==> config.mk <==
export PLATFORM = sky130hd
export DESIGN_NAME = bitty_fetch_unit_flat
export DESIGN_NICKNAME = d
export VERILOG_FILES = /design/src/rtl/bitty_fetch_if.sv /design/src/rtl/bitty_fetch_unit.sv /design/src/flat_wrapper.sv
export SDC_FILE = /design/constraint.sdc
export NUM_CORES = 1
export LEC_CHECK = 0
export ABC_AREA = 1
export CAP_MARGIN = 25
export CORE_MARGIN = 2
export CORE_UTILIZATION = 45
export CTS_CLUSTER_DIAMETER = 120
export CTS_CLUSTER_SIZE = 16
export DETAILED_ROUTE_END_ITERATION = 10
export GPL_TIMING_DRIVEN = 1
export PLACE_DENSITY = 0.74
export SYNTH_ARGS = -nofsm -noshare
export SYNTH_HDL_FRONTEND = slang
export SYNTH_SLANG_ARGS = --single-unit
==> constraint.sdc <==
create_clock -name clk -period 2 [get_ports clk]
set_input_delay 0.3 -clock clk [delete_from_list [all_inputs] [get_ports clk]]
set_output_delay 0.3 -clock clk [all_outputs]
set_load 0.03 [all_outputs]
==> src/rtl/bitty_fetch_if.sv <==
// bitty_fetch_if -- signal bundle between the Bitty fetch unit, its
// instruction memory and the Bitty core.
//
// Parameter:
//   ADDR_W        program counter / memory address width
//
// Signals:
//   start, start_addr, end_addr   program run request and bounds
//   mem_rd, mem_addr, mem_data    synchronous instruction memory port
//                                 (data valid the cycle after mem_rd)
//   instr, run, done              core instruction handshake
//   pc, busy, halted, err         sequencer status
//   instr_count, stall_cycles     performance counters, present only when
//                                 BITTY_FETCH_PERF_EN is defined
//
// Modports:
//   master  the fetch unit
//   slave   the environment (memory, core, controller)
interface bitty_fetch_if #(
    parameter int ADDR_W = 8
);
    logic              start;
    logic [ADDR_W-1:0] start_addr;
    logic [ADDR_W-1:0] end_addr;
    logic              mem_rd;
    logic [ADDR_W-1:0] mem_addr;
    logic [15:0]       mem_data;
    logic [15:0]       instr;
    logic              run;
    logic              done;
    logic [ADDR_W-1:0] pc;
    logic              busy;
    logic              halted;
    logic              err;
`ifdef BITTY_FETCH_PERF_EN
    logic [15:0]       instr_count;
    logic [15:0]       stall_cycles;
`endif

    modport master (
        input  start, start_addr, end_addr, mem_data, done,
`ifdef BITTY_FETCH_PERF_EN
        output instr_count, stall_cycles,
`endif
        output mem_rd, mem_addr, instr, run, pc, busy, halted, err
    );

    modport slave (
        output start, start_addr, end_addr, mem_data, done,
`ifdef BITTY_FETCH_PERF_EN
        input  instr_count, stall_cycles,
`endif
        input  mem_rd, mem_addr, instr, run, pc, busy, halted, err
    );
endinterface

==> src/rtl/bitty_fetch_unit.sv <==
// bitty_fetch_unit -- instruction sequencer for the Bitty core.
//
// Reads 16-bit instructions from a synchronous instruction memory, hands
// each one to the core with a single-cycle run pulse and waits for done.
// The program counter walks from start_addr to end_addr (modular wrap) and
// the unit halts after the instruction at end_addr has completed. A core
// that does not answer within TIMEOUT cycles sets the sticky err flag and
// halts the run.
//
// Parameters:
//   ADDR_W   program counter / memory address width
//   TIMEOUT  EXEC cycles allowed before err is raised (1 .. 65535)
//
// Ports:
//   clk      system clock, rising edge
//   rst      asynchronous active-high reset
//   bus      bitty_fetch_if.master: start/start_addr/end_addr, memory
//            port, core run/done/instr, pc/busy/halted/err status
//
// Optional feature (macro BITTY_FETCH_PERF_EN):
//   bus.instr_count   done pulses accepted since the last start (saturating)
//   bus.stall_cycles  EXEC cycles since the last start (saturating)
//
// Every output is either a flop or a decode of the state register, so
// done and mem_data never reach an output combinationally.
module bitty_fetch_unit #(
    parameter int ADDR_W  = 8,
    parameter int TIMEOUT = 64
) (
    input  logic          clk,
    input  logic          rst,
    bitty_fetch_if.master bus
);

    typedef enum logic [2:0] {
        S_IDLE,
        S_FETCH,
        S_WAIT_MEM,
        S_ISSUE,
        S_EXEC,
        S_HALT
    } state_t;

    // The counter holds the number of completed EXEC cycles, so the last
    // allowed EXEC cycle is the one in which it still reads TIMEOUT-1.
    localparam logic [15:0] TMO_LAST = 16'(TIMEOUT - 1);

    state_t            state;
    state_t            state_nx;
    logic [ADDR_W-1:0] pc_q;
    logic [ADDR_W-1:0] end_q;
    logic [15:0]       instr_q;
    logic [15:0]       tmo_q;
    logic              err_q;

    logic start_acc;
    logic at_end;
    logic tmo_hit;

    assign start_acc = ((state == S_IDLE) || (state == S_HALT)) && bus.start;
    assign at_end    = (pc_q == end_q);
    assign tmo_hit   = (tmo_q == TMO_LAST);

    // ------------------------------------------------------------------
    // State register
    // ------------------------------------------------------------------
    always_ff @(posedge clk or posedge rst) begin
        if (rst) begin
            state <= S_IDLE;
        end else begin
            state <= state_nx;
        end
    end

    // ------------------------------------------------------------------
    // Next-state logic
    // ------------------------------------------------------------------
    always_comb begin
        state_nx = state;
        case (state)
            S_IDLE, S_HALT: begin
                if (bus.start) begin
                    state_nx = S_FETCH;
                end
            end
            S_FETCH:    state_nx = S_WAIT_MEM;
            S_WAIT_MEM: state_nx = S_ISSUE;
            S_ISSUE:    state_nx = S_EXEC;
            S_EXEC: begin
                // done takes priority over a timeout landing in the same cycle
                if (bus.done) begin
                    state_nx = at_end ? S_HALT : S_FETCH;
                end else if (tmo_hit) begin
                    state_nx = S_HALT;
                end
            end
            default:    state_nx = S_IDLE;
        endcase
    end

    // ------------------------------------------------------------------
    // Datapath: pc, end bound, instruction latch, timeout counter, err
    // ------------------------------------------------------------------
    always_ff @(posedge clk or posedge rst) begin
        if (rst) begin
            pc_q    <= '0;
            end_q   <= '0;
            instr_q <= '0;
            tmo_q   <= '0;
            err_q   <= 1'b0;
        end else begin
            if (start_acc) begin
                pc_q  <= bus.start_addr;
                end_q <= bus.end_addr;
                err_q <= 1'b0;
            end

            // Memory data arrives the cycle after the FETCH read strobe.
            if (state == S_WAIT_MEM) begin
                instr_q <= bus.mem_data;
            end

            if (state == S_ISSUE) begin
                tmo_q <= '0;
            end else if (state == S_EXEC) begin
                tmo_q <= tmo_q + 16'd1;
            end

            if (state == S_EXEC) begin
                if (bus.done) begin
                    // pc stays on end_addr at halt; otherwise modular advance
                    if (!at_end) begin
                        pc_q <= pc_q + ADDR_W'(1);
                    end
                end else if (tmo_hit) begin
                    err_q <= 1'b1;
                end
            end
        end
    end

`ifdef BITTY_FETCH_PERF_EN
    // ------------------------------------------------------------------
    // Performance counters, saturating, cleared by an accepted start
    // ------------------------------------------------------------------
    logic [15:0] icnt_q;
    logic [15:0] stall_q;

    always_ff @(posedge clk or posedge rst) begin
        if (rst) begin
            icnt_q  <= '0;
            stall_q <= '0;
        end else if (start_acc) begin
            icnt_q  <= '0;
            stall_q <= '0;
        end else if (state == S_EXEC) begin
            if (stall_q != 16'hFFFF) begin
                stall_q <= stall_q + 16'd1;
            end
            if (bus.done && (icnt_q != 16'hFFFF)) begin
                icnt_q <= icnt_q + 16'd1;
            end
        end
    end

    assign bus.instr_count  = icnt_q;
    assign bus.stall_cycles = stall_q;
`endif

    // ------------------------------------------------------------------
    // Outputs
    // ------------------------------------------------------------------
    // mem_addr simply follows pc; it is only meaningful while mem_rd is high.
    assign bus.mem_rd   = (state == S_FETCH);
    assign bus.mem_addr = pc_q;
    assign bus.run      = (state == S_ISSUE);
    assign bus.instr    = instr_q;
    assign bus.pc       = pc_q;
    assign bus.busy     = (state == S_FETCH) || (state == S_WAIT_MEM) ||
                          (state == S_ISSUE) || (state == S_EXEC);
    assign bus.halted   = (state == S_HALT);
    assign bus.err      = err_q;

endmodule

==> src/flat_wrapper.sv <==
// flat-port wrapper written by rule: the top's interface ports become plain ports
module bitty_fetch_unit_flat 
#(
    parameter int ADDR_W  = 8,
    parameter int TIMEOUT = 64
)
  (clk, rst, bus_start, bus_start_addr, bus_end_addr, bus_mem_data, bus_done, bus_mem_rd, bus_mem_addr, bus_instr, bus_run, bus_pc, bus_busy, bus_halted, bus_err);
  bitty_fetch_if #(.ADDR_W(ADDR_W)) bus_i ();
  input  logic clk;
  input  logic rst;
  input wire logic [$bits(bus_i.start)-1:0] bus_start;
  input wire logic [$bits(bus_i.start_addr)-1:0] bus_start_addr;
  input wire logic [$bits(bus_i.end_addr)-1:0] bus_end_addr;
  input wire logic [$bits(bus_i.mem_data)-1:0] bus_mem_data;
  input wire logic [$bits(bus_i.done)-1:0] bus_done;
  output wire logic [$bits(bus_i.mem_rd)-1:0] bus_mem_rd;
  output wire logic [$bits(bus_i.mem_addr)-1:0] bus_mem_addr;
  output wire logic [$bits(bus_i.instr)-1:0] bus_instr;
  output wire logic [$bits(bus_i.run)-1:0] bus_run;
  output wire logic [$bits(bus_i.pc)-1:0] bus_pc;
  output wire logic [$bits(bus_i.busy)-1:0] bus_busy;
  output wire logic [$bits(bus_i.halted)-1:0] bus_halted;
  output wire logic [$bits(bus_i.err)-1:0] bus_err;
  assign bus_i.start = bus_start;
  assign bus_i.start_addr = bus_start_addr;
  assign bus_i.end_addr = bus_end_addr;
  assign bus_i.mem_data = bus_mem_data;
  assign bus_i.done = bus_done;
  assign bus_mem_rd = bus_i.mem_rd;
  assign bus_mem_addr = bus_i.mem_addr;
  assign bus_instr = bus_i.instr;
  assign bus_run = bus_i.run;
  assign bus_pc = bus_i.pc;
  assign bus_busy = bus_i.busy;
  assign bus_halted = bus_i.halted;
  assign bus_err = bus_i.err;
  bitty_fetch_unit #(.ADDR_W(ADDR_W), .TIMEOUT(TIMEOUT)) u_core (.clk(clk), .rst(rst), .bus(bus_i));
endmodule
# After elaboration in Yosys (flattened, before gate mapping)
# Cells that the tools add are included.
# classes
eq_ne	9
add_sub_neg	2
n_mux	15
n_reduce_logical	9
# ops
cell	n
16-bit two-way mux	2
8-bit two-way mux	4
16-bit by 1-bit adder with 16-bit output (second input constant)	1
16-bit by 6-bit == test with 1-bit output (second input constant)	1
3-bit one-hot mux with 5 select lines	1
3-bit two-way mux	4
8-bit by 1-bit adder with 8-bit output (second input constant)	1
8-bit == test	1
3-bit by 2-bit == test with 1-bit output (second input constant)	2
3-bit == test (second input constant)	2
1-bit logical OR	4
1-bit two-way mux	4
3-bit by 1-bit == test with 1-bit output (second input constant)	1
3-bit zero test	1
3-bit by 2-bit inequality test with 1-bit output (second input constant)	1
2-bit inequality test (second input constant)	1
2-bit AND reduction	1
2-bit nonzero test	1
2-bit OR reduction	1
1-bit logical AND	1
# totals
wordCells	41
output_inout_bits	37
in_bits	36
ff_bits	52

# Logic depth before layout (Yosys ltp)
# Gate-level depths: netlist (run 1).
# logic_depth
ltp_word	7
ltp_mapped	10
ltp_nobuf	10

# Worst setup path after synthesis (run 1)
# Ideal clock, no wire load.
# synth_path
path_kind	register to output
start	register u_core.state[1]
end	output bus_busy
n_path_buf	0
path_stages_with_launch	7
arrival_time_ns	1.198
t_required_ns	1.700
path_slack_ns	0.502
cell_sequence	dfrtp_1 -> inv_1 -> nand2_2 -> nor2_4 -> inv_1 -> nand2_1 -> or2_2
# synth_via
elab_chain_cells	4
elab_cells_between_ends	7
classes_between	eq/ne: 4; reduce/logical: 3
# synth_lines
item	line_no	rtl
start, declared	bitty_fetch_unit.sv:48	state_t state;
start signal, assigned	bitty_fetch_unit.sv:71	state <= state_nx;
3-bit by 1-bit == test with 1-bit output or 3-bit by 2-bit == test with 1-bit output (tied branches)	bitty_fetch_unit.sv:179	assign bus.busy = (state == S_FETCH) || (state == S_WAIT_MEM) ||
1-bit logical OR (2 in a row)	bitty_fetch_unit.sv:179	
1-bit logical OR *	bitty_fetch_unit.sv:180	(state == S_ISSUE) || (state == S_EXEC);
end, declared	flat_wrapper.sv:21	output wire logic [$bits(bus_i.busy)-1:0] bus_busy;
# Mark *: on every way between the ends. The rest lies on a longest branch, timed or not.

# Final worst setup path (run 1)
# layout_path
start	register u_core.state[0]
end	output bus_busy
# The elaborated chain is that of the path after synthesis.

==> run_results.csv, run 1 <==
group,metric,value,unit
outcome,status,"finished clean",
floorplanning,dieWidth,83.6,um
clock_network,clk_root_buffer_cell,"clkbuf_8",
clock_network,holdBufCountCts,0,
route,drt_pass1_iterations,4,
timing,rsz0062_at_grt,"false",
floorplanning,die_area,6990,um2
placed_design,place_worst_setup_slack,0.273,ns
timing,setup_ws,0.107,ns
clock_network,clk_pin_slew,0.11,ns
clock_network,insertion_delay,0.31,ns
synth,synth.yosys.seq_area_share,0.457,
worst_setup_path,worstSetupEndpointType,"output port",
synth,syn_inst,346,
cells_and_area,post-route-util,0.617,
global_route,grt_overflow,0,
route,detail-route-antenna-nets,0,
timing,tns,0,ns
synth,synth_top_area_cell,"dfrtp_1",
timing,worst_pin_slew,0.469,ns
clock_network,cts_tree,"built",
placed_design,placed_cells,483,
cells_and_area,seq_area,1300,um2
timing,final_hold_viol_count,0,
timing,finalHoldWorstSlack,0.303,ns
placed_design,place_congestion,0.815,
synth,synth_edf_count,0,
worst_setup_path,crit_fanout,9,
cells_and_area,area_delta_synth_final,30.4,%
synth,synth_commonest_cells,"nand2_1 (102), dfrtp_1 (52), inv_1 (40)",
placed_design,post_dp_cell_area,3610,um2
route,routedWlPerCell,12.3,um
clock_network,cts_sinks,52,
floorplanning,die_y,83.6,um
floorplanning,ios,73,
cells_and_area,nets,455,
synth,ys_ff_latch,52,
power,finalPower,5.23,mW
floorplanning,coreArea,6030,um2
cells_and_area,instances_no_fill,493,
worst_setup_path,r2r_cells,8,
min_path,hold_class,"in2async",
global_route,grt_pass1_wl,10300,um
timing,period_share,0.946,
timing,min_period,1.89,ns
floorplanning,row_count,28,
power,ir_worst_vdd,1.03,mV
timing,finalMaxSlewViolations,0,
timing,setup_violations,0,
placed_design,numPortBuffers,72,
worst_setup_path,rr_startpoint,"u_core.state[2]",
cells_and_area,fin_area,3720,um2
route,via_per_inst,5.04,
synth,synth_top_cell_area_share,0.457,
worst_setup_path,regToRegSetupSlack,0.41,ns
cells_and_area,multi_input_area,1270,um2
timing,timing.fmax,0.528,GHz
power,power.density,1410,nW/um2
synth,yosysWarnings,0,
power,p_leak,1.83,nW
clock_network,clockBufferDepth,2,
timing,relSlewSlack,0.687,
cells_and_area,fill_cells,542,
route,vias,2485,
job,cap_violations,0,
timing,clock_skew,0.0122,ns
global_route,grt_pass1_vias,2250,
clock_network,cts_buffers,5,
synth,synth.most_common_cell,"nand2_1",
global_route,grt_max_degree,33,
synth,synth_fp_nets,384,
synth,synth-async-reset-ratio,1.00,
global_route,antenna_found_initial,0,
global_route,grt_usage,0.179,
worst_setup_path,cp_data_arrival_time,1.59,ns
synth,ys_types,31,
worst_setup_path,path_class,"reg2out",
placed_design,detailed_place_hpwl,4420,um
synth,syn_area_per_cell,8.24,um2
floorplanning,initial_core_util,0.473,
cells_and_area,drive_gt1_frac,0.132,
route,drt_iter0_markers,112,
route,drc,0,
synth,synth_area_leaders,"dfrtp_1 (46%), nand2_1 (13%), inv_1 (5.3%)",
worst_setup_path,startpoint_type,"flip-flop",
worst_setup_path,required,1.70,ns
synth,ys.flop_type,"dfrtp_1",
route,drt_wl_total,6070,um
worst_setup_path,r2r-end,"u_core.bus.mem_addr[4]",
cells_and_area,antenna_cells,0,
clock_network,h-tree-depth,2,
synth,synth.cell_area,2850,um2
[cells by family after synthesis]
group                    count (synthesis)  synth area share
AND/OR/NAND/NOR                        176             0.277
multiplexers                            16            0.0698
buffers and inverters                   59            0.0992
adder cells (fa/ha/maj)                  2           0.00878
AO/OA/AOI/OAI                           33            0.0645
flip-flops                              52             0.457
XOR/XNOR                                 8            0.0246
[sequential cells by signal (all words and copies together) (netlist names)]
signal and flops:
u_core.bus.err 1, u_core.tmo_q 16, u_core.bus.mem_addr 8, u_core.state 3
u_core.end_q 8, u_core.bus.instr 16
[worst max path at each step]
stage | startpoint | to | cells after the start
finish | u_core.state[0] | bus_busy | 5
global route | u_core.state[1] | bus_busy | 7
CTS | u_core.state[0] | bus_busy | 5
detailed placement | u_core.state[2] | bus_run | 4
global placement | u_core.state[2] | bus_run | 4
floorplan | rst | u_core.bus.err | 1
[cell type report]
class | instances | area share
clock buffer | 5 | 0.0185
tap | 75 | 0.0252
timing repair buffer | 82 | 0.216
clock inverter | 3 | 0.00707
multi-input combinational | 235 | 0.341
sequential | 52 | 0.351
inverter | 41 | 0.0414
[routing by layer]
metal	up-vias	wire length [um]	track usage	share of wire
met3	8	367	0.0366	0.060
met5	-	0	0	0
met1	1163	2800	0.248	0.46
li1	1245	-	-	-
met2	69	2810	0.280	0.46
met4	0	94	0.0572	0.015
[layout by cell type, fill, tap and decap left out]
master and instances:
nand2_4 1, nand3_2 3, mux2_4 5, inv_2 3
buf_12 1, dfrtp_1 50, nor2_1 25, or2_2 1
nand2_1 101, ha_1 2, xor2_1 4, nor2_4 1
nor2_8 1, xnor2_1 4, a2bb2oi_1 2, dfrtp_2 2
clkinv_4 2, nand3_1 21, inv_6 1, dlygate4sd2_1 3
inv_1 38, o21ai_2 2, nand2_2 6, nand4_1 11
nor3_1 4, o21ai_0 14, clkbuf_8 5, mux2_2 11
a21oi_1 10, nand3b_1 1, buf_4 10, clkdlybuf4s50_1 68
o31ai_1 1, o22ai_1 1, o21ai_1 3
[repair_timing]
item	4_1_cts	5_1_grt
pin swaps	0	1
buffers inserted	0	2
cloned	0	0
resized for setup	4	3
endpoints found under the setup margin	4	1
[worst max-delay path, stage by stage (launching register included)]
cell	delay [ns]
dfrtp_2	0.47
nand3_2	0.10
buf_4	0.17
nand2_2	0.10
or2_2	0.28
buf_4	0.17
[report_power, final]
part           internal (mW)  total, mW  switching [mW]
sequential              1.41       1.74           0.328
combinational           1.25       2.86            1.61
clock                  0.256      0.629           0.373
No activity file was read; power rests on OpenSTA's default activity.
==> inputs of run 2 (changes only) <==
--- a/config.mk
+++ b/config.mk
@@ -9,6 +9,7 @@
 export CAP_MARGIN = 25
 export CORE_MARGIN = 2
 export CORE_UTILIZATION = 45
+export CTS_BUF_LIST = sky130_fd_sc_hd__clkbuf_8 sky130_fd_sc_hd__clkbuf_16
 export CTS_CLUSTER_DIAMETER = 120
 export CTS_CLUSTER_SIZE = 16
 export DETAILED_ROUTE_END_ITERATION = 10
==> results of run 2 <==
Same layout as run 1: the final DEF is identical, and so are final timing and power.
==> inputs of run 3 (changes only) <==
--- a/config.mk
+++ b/config.mk
@@ -8,13 +8,13 @@
 export ABC_AREA = 1
 export CAP_MARGIN = 25
 export CORE_MARGIN = 2
-export CORE_UTILIZATION = 45
+export CORE_UTILIZATION = 49
 export CTS_BUF_LIST = sky130_fd_sc_hd__clkbuf_8 sky130_fd_sc_hd__clkbuf_16
 export CTS_CLUSTER_DIAMETER = 120
 export CTS_CLUSTER_SIZE = 16
 export DETAILED_ROUTE_END_ITERATION = 10
 export GPL_TIMING_DRIVEN = 1
-export PLACE_DENSITY = 0.74
+export PLACE_DENSITY = 0.8
 export SYNTH_ARGS = -nofsm -noshare
 export SYNTH_HDL_FRONTEND = slang
 export SYNTH_SLANG_ARGS = --single-unit
==> run 3 against run 2 <==
  * Clock skew decreased by 0.0050 ns
  * Critical path depth is 2 higher
  * Core utilization increased by 4.8 points
  * Largest power group unchanged
==> run_results.csv, run 3 (same netlist as run 1, synthesis figures left out) <==
group,metric,value,unit
outcome,status,"finished clean",
floorplanning,initial_core_util,0.511,
timing,timing.fmax,0.528,GHz
timing,clock_skew,0.00721,ns
power,comb_power_share,0.549,
cells_and_area,nets,452,
power,clock_power_share,0.116,
timing,finalMaxSlewViolations,0,
route,drt_pass1_iterations,4,
route,drt_iter0_markers,99,
clock_network,clk_pin_slew,0.10,ns
global_route,antenna_found_initial,0,
route,drc,0,
timing,min_period,1.89,ns
clock_network,cts_buffers,5,
timing,worst_pin_slew,0.447,ns
clock_network,insertion_delay,0.31,ns
worst_setup_path,required,1.70,ns
cells_and_area,antenna_cells,0,
floorplanning,coreArea,5570,um2
timing,relSlewSlack,0.702,
global_route,grt_usage,0.218,
route,drt_wl_total,6630,um
timing,setup_violations,0,
cells_and_area,mostFrequentLayoutCells,"nand2_1 (101), clkdlybuf4s50_1 (68), dfrtp_1 (50)",
worst_setup_path,rr_startpoint,"u_core.state[2]",
timing,tns,0,ns
floorplanning,dieWidth,80.3,um
power,switching_share,0.446,
power,internal_power,2.89,mW
power,seq_power_share,0.335,
worst_setup_path,r2r_cells,8,
cells_and_area,area_delta_synth_final,30.0,%
worst_setup_path,regToRegSetupSlack,0.24,ns
route,via_per_inst,5.09,
power,power.density,1410,nW/um2
cells_and_area,final_common_cell,"nand2_1",
power,p_leak,1.82,nW
route,detail-route-antenna-nets,0,
timing,rsz0062_at_grt,"false",
clock_network,cts_sinks,52,
route,vias,2481,
placed_design,place_congestion,0.825,
worst_setup_path,r2r-end,"u_core.bus.mem_addr[2]",
placed_design,detailed_place_hpwl,4890,um
floorplanning,row_count,27,
placed_design,numPortBuffers,72,
worst_setup_path,worstSetupEndpointType,"output port",
global_route,grt_pass1_wl,11000,um
power,ir_worst_vdd,0.711,mV
worst_setup_path,path_class,"reg2out",
clock_network,clk_root_buffer_cell,"clkbuf_8",
clock_network,cts_setup_buffers,0,
floorplanning,die_y,80.3,um
worst_setup_path,cp_data_arrival_time,1.59,ns
worst_setup_path,crit_fanout,6,
global_route,grt_max_degree,34,
floorplanning,die_area,6440,um2
route,routedWlPerCell,13.6,um
clock_network,h-tree-depth,2,
global_route,grt_overflow,0,
floorplanning,ios,73,
job,cap_violations,0,
min_path,hold_class,"in2async",
timing,period_share,0.947,
cells_and_area,drive_gt1_frac,0.123,
clock_network,holdBufCountCts,0,
power,finalPower,5.23,mW
power,net-switching-power,2.33,mW
timing,final_hold_viol_count,0,
clock_network,cts_tree,"built",
global_route,grt_pass1_vias,2393,
worst_setup_path,startpoint_type,"flip-flop",
clock_network,clockBufferDepth,2,
[run 3: layer usage]
metal | GRT usage | vias up | part of all wire | wire [um]
li1 | - | 1237 | - | -
met1 | 0.269 | 1162 | 0.41 | 2740
met2 | 0.387 | 76 | 0.51 | 3400
met3 | 0.0438 | 6 | 0.062 | 408
met4 | 0.0610 | 0 | 0.011 | 71
met5 | 0 | - | 0 | 0
[run 3: what timing repair did]
item | in CTS | in global routing
hold endpoints to repair | 0 | 0
gates resized for setup | 6 | 5
endpoints found under the setup margin | 4 | 16
[run 3: cell type report]
cell class	instances	area (um2)
tap	72	90.1
fill	485	1870
inverter	41	154
timing repair buffer	79	783
clock buffer	5	68.8
clock inverter	3	20.0
sequential	52	1300
multi-input combinational	235	1290
[run 3: per-stage QoR]
step / instance area (um2) / cells / setup slack [ns] / util / hold slack [ns]
finish: 3710 / 487 / 0.106 / 0.665 / 0.327
global route: 3710 / 487 / 0.0120 / 0.665 / 0.357
CTS: 3680 / 487 / 0.0468 / 0.661 / 0.338
detailed placement: 3590 / 479 / 0.0737 / 0.645 / 0.473
global placement: 3590 / 479 / 0.156 / 0.645 / 0.465
floorplan: 2850 / 346 / 0.442 / - / 0.445
[run 3: how the worst max path moves through the flow]
| stage | start | endpoint | slack (ns) | cells past startpoint |
|---|---|---|---|---|
| detailed placement | u_core.state[1] | u_core.bus.mem_addr[7] | 0.07 | 8 |
| finish | u_core.state[1] | bus_busy | 0.11 | 7 |
| global route | u_core.state[2] | bus_busy | 0.01 | 6 |
| global placement | u_core.state[1] | u_core.bus.mem_addr[7] | 0.16 | 8 |
| floorplan | rst | u_core.bus.err | 0.44 | 1 |
| CTS | u_core.state[1] | bus_busy | 0.05 | 7 |
[run 3: power by group through the flow]
stage	Clock [mW]	Combinational, mW	Sequential, mW
after detailed placement	0	2.86	1.77
after global routing	0.666	3.11	1.80
final	0.605	2.87	1.75
after CTS	0.622	2.85	1.75
after floorplan	0	1.54	2.17
after global placement	0	2.79	1.74
[run 3: critical path, cell delays in order, from the launching register on]
cell and delay, ns:
dfrtp_1 0.42, inv_2 0.09, nand2_4 0.10, nor2_4 0.04, inv_1 0.11, nand2_4 0.08
or2_2 0.28, buf_4 0.17
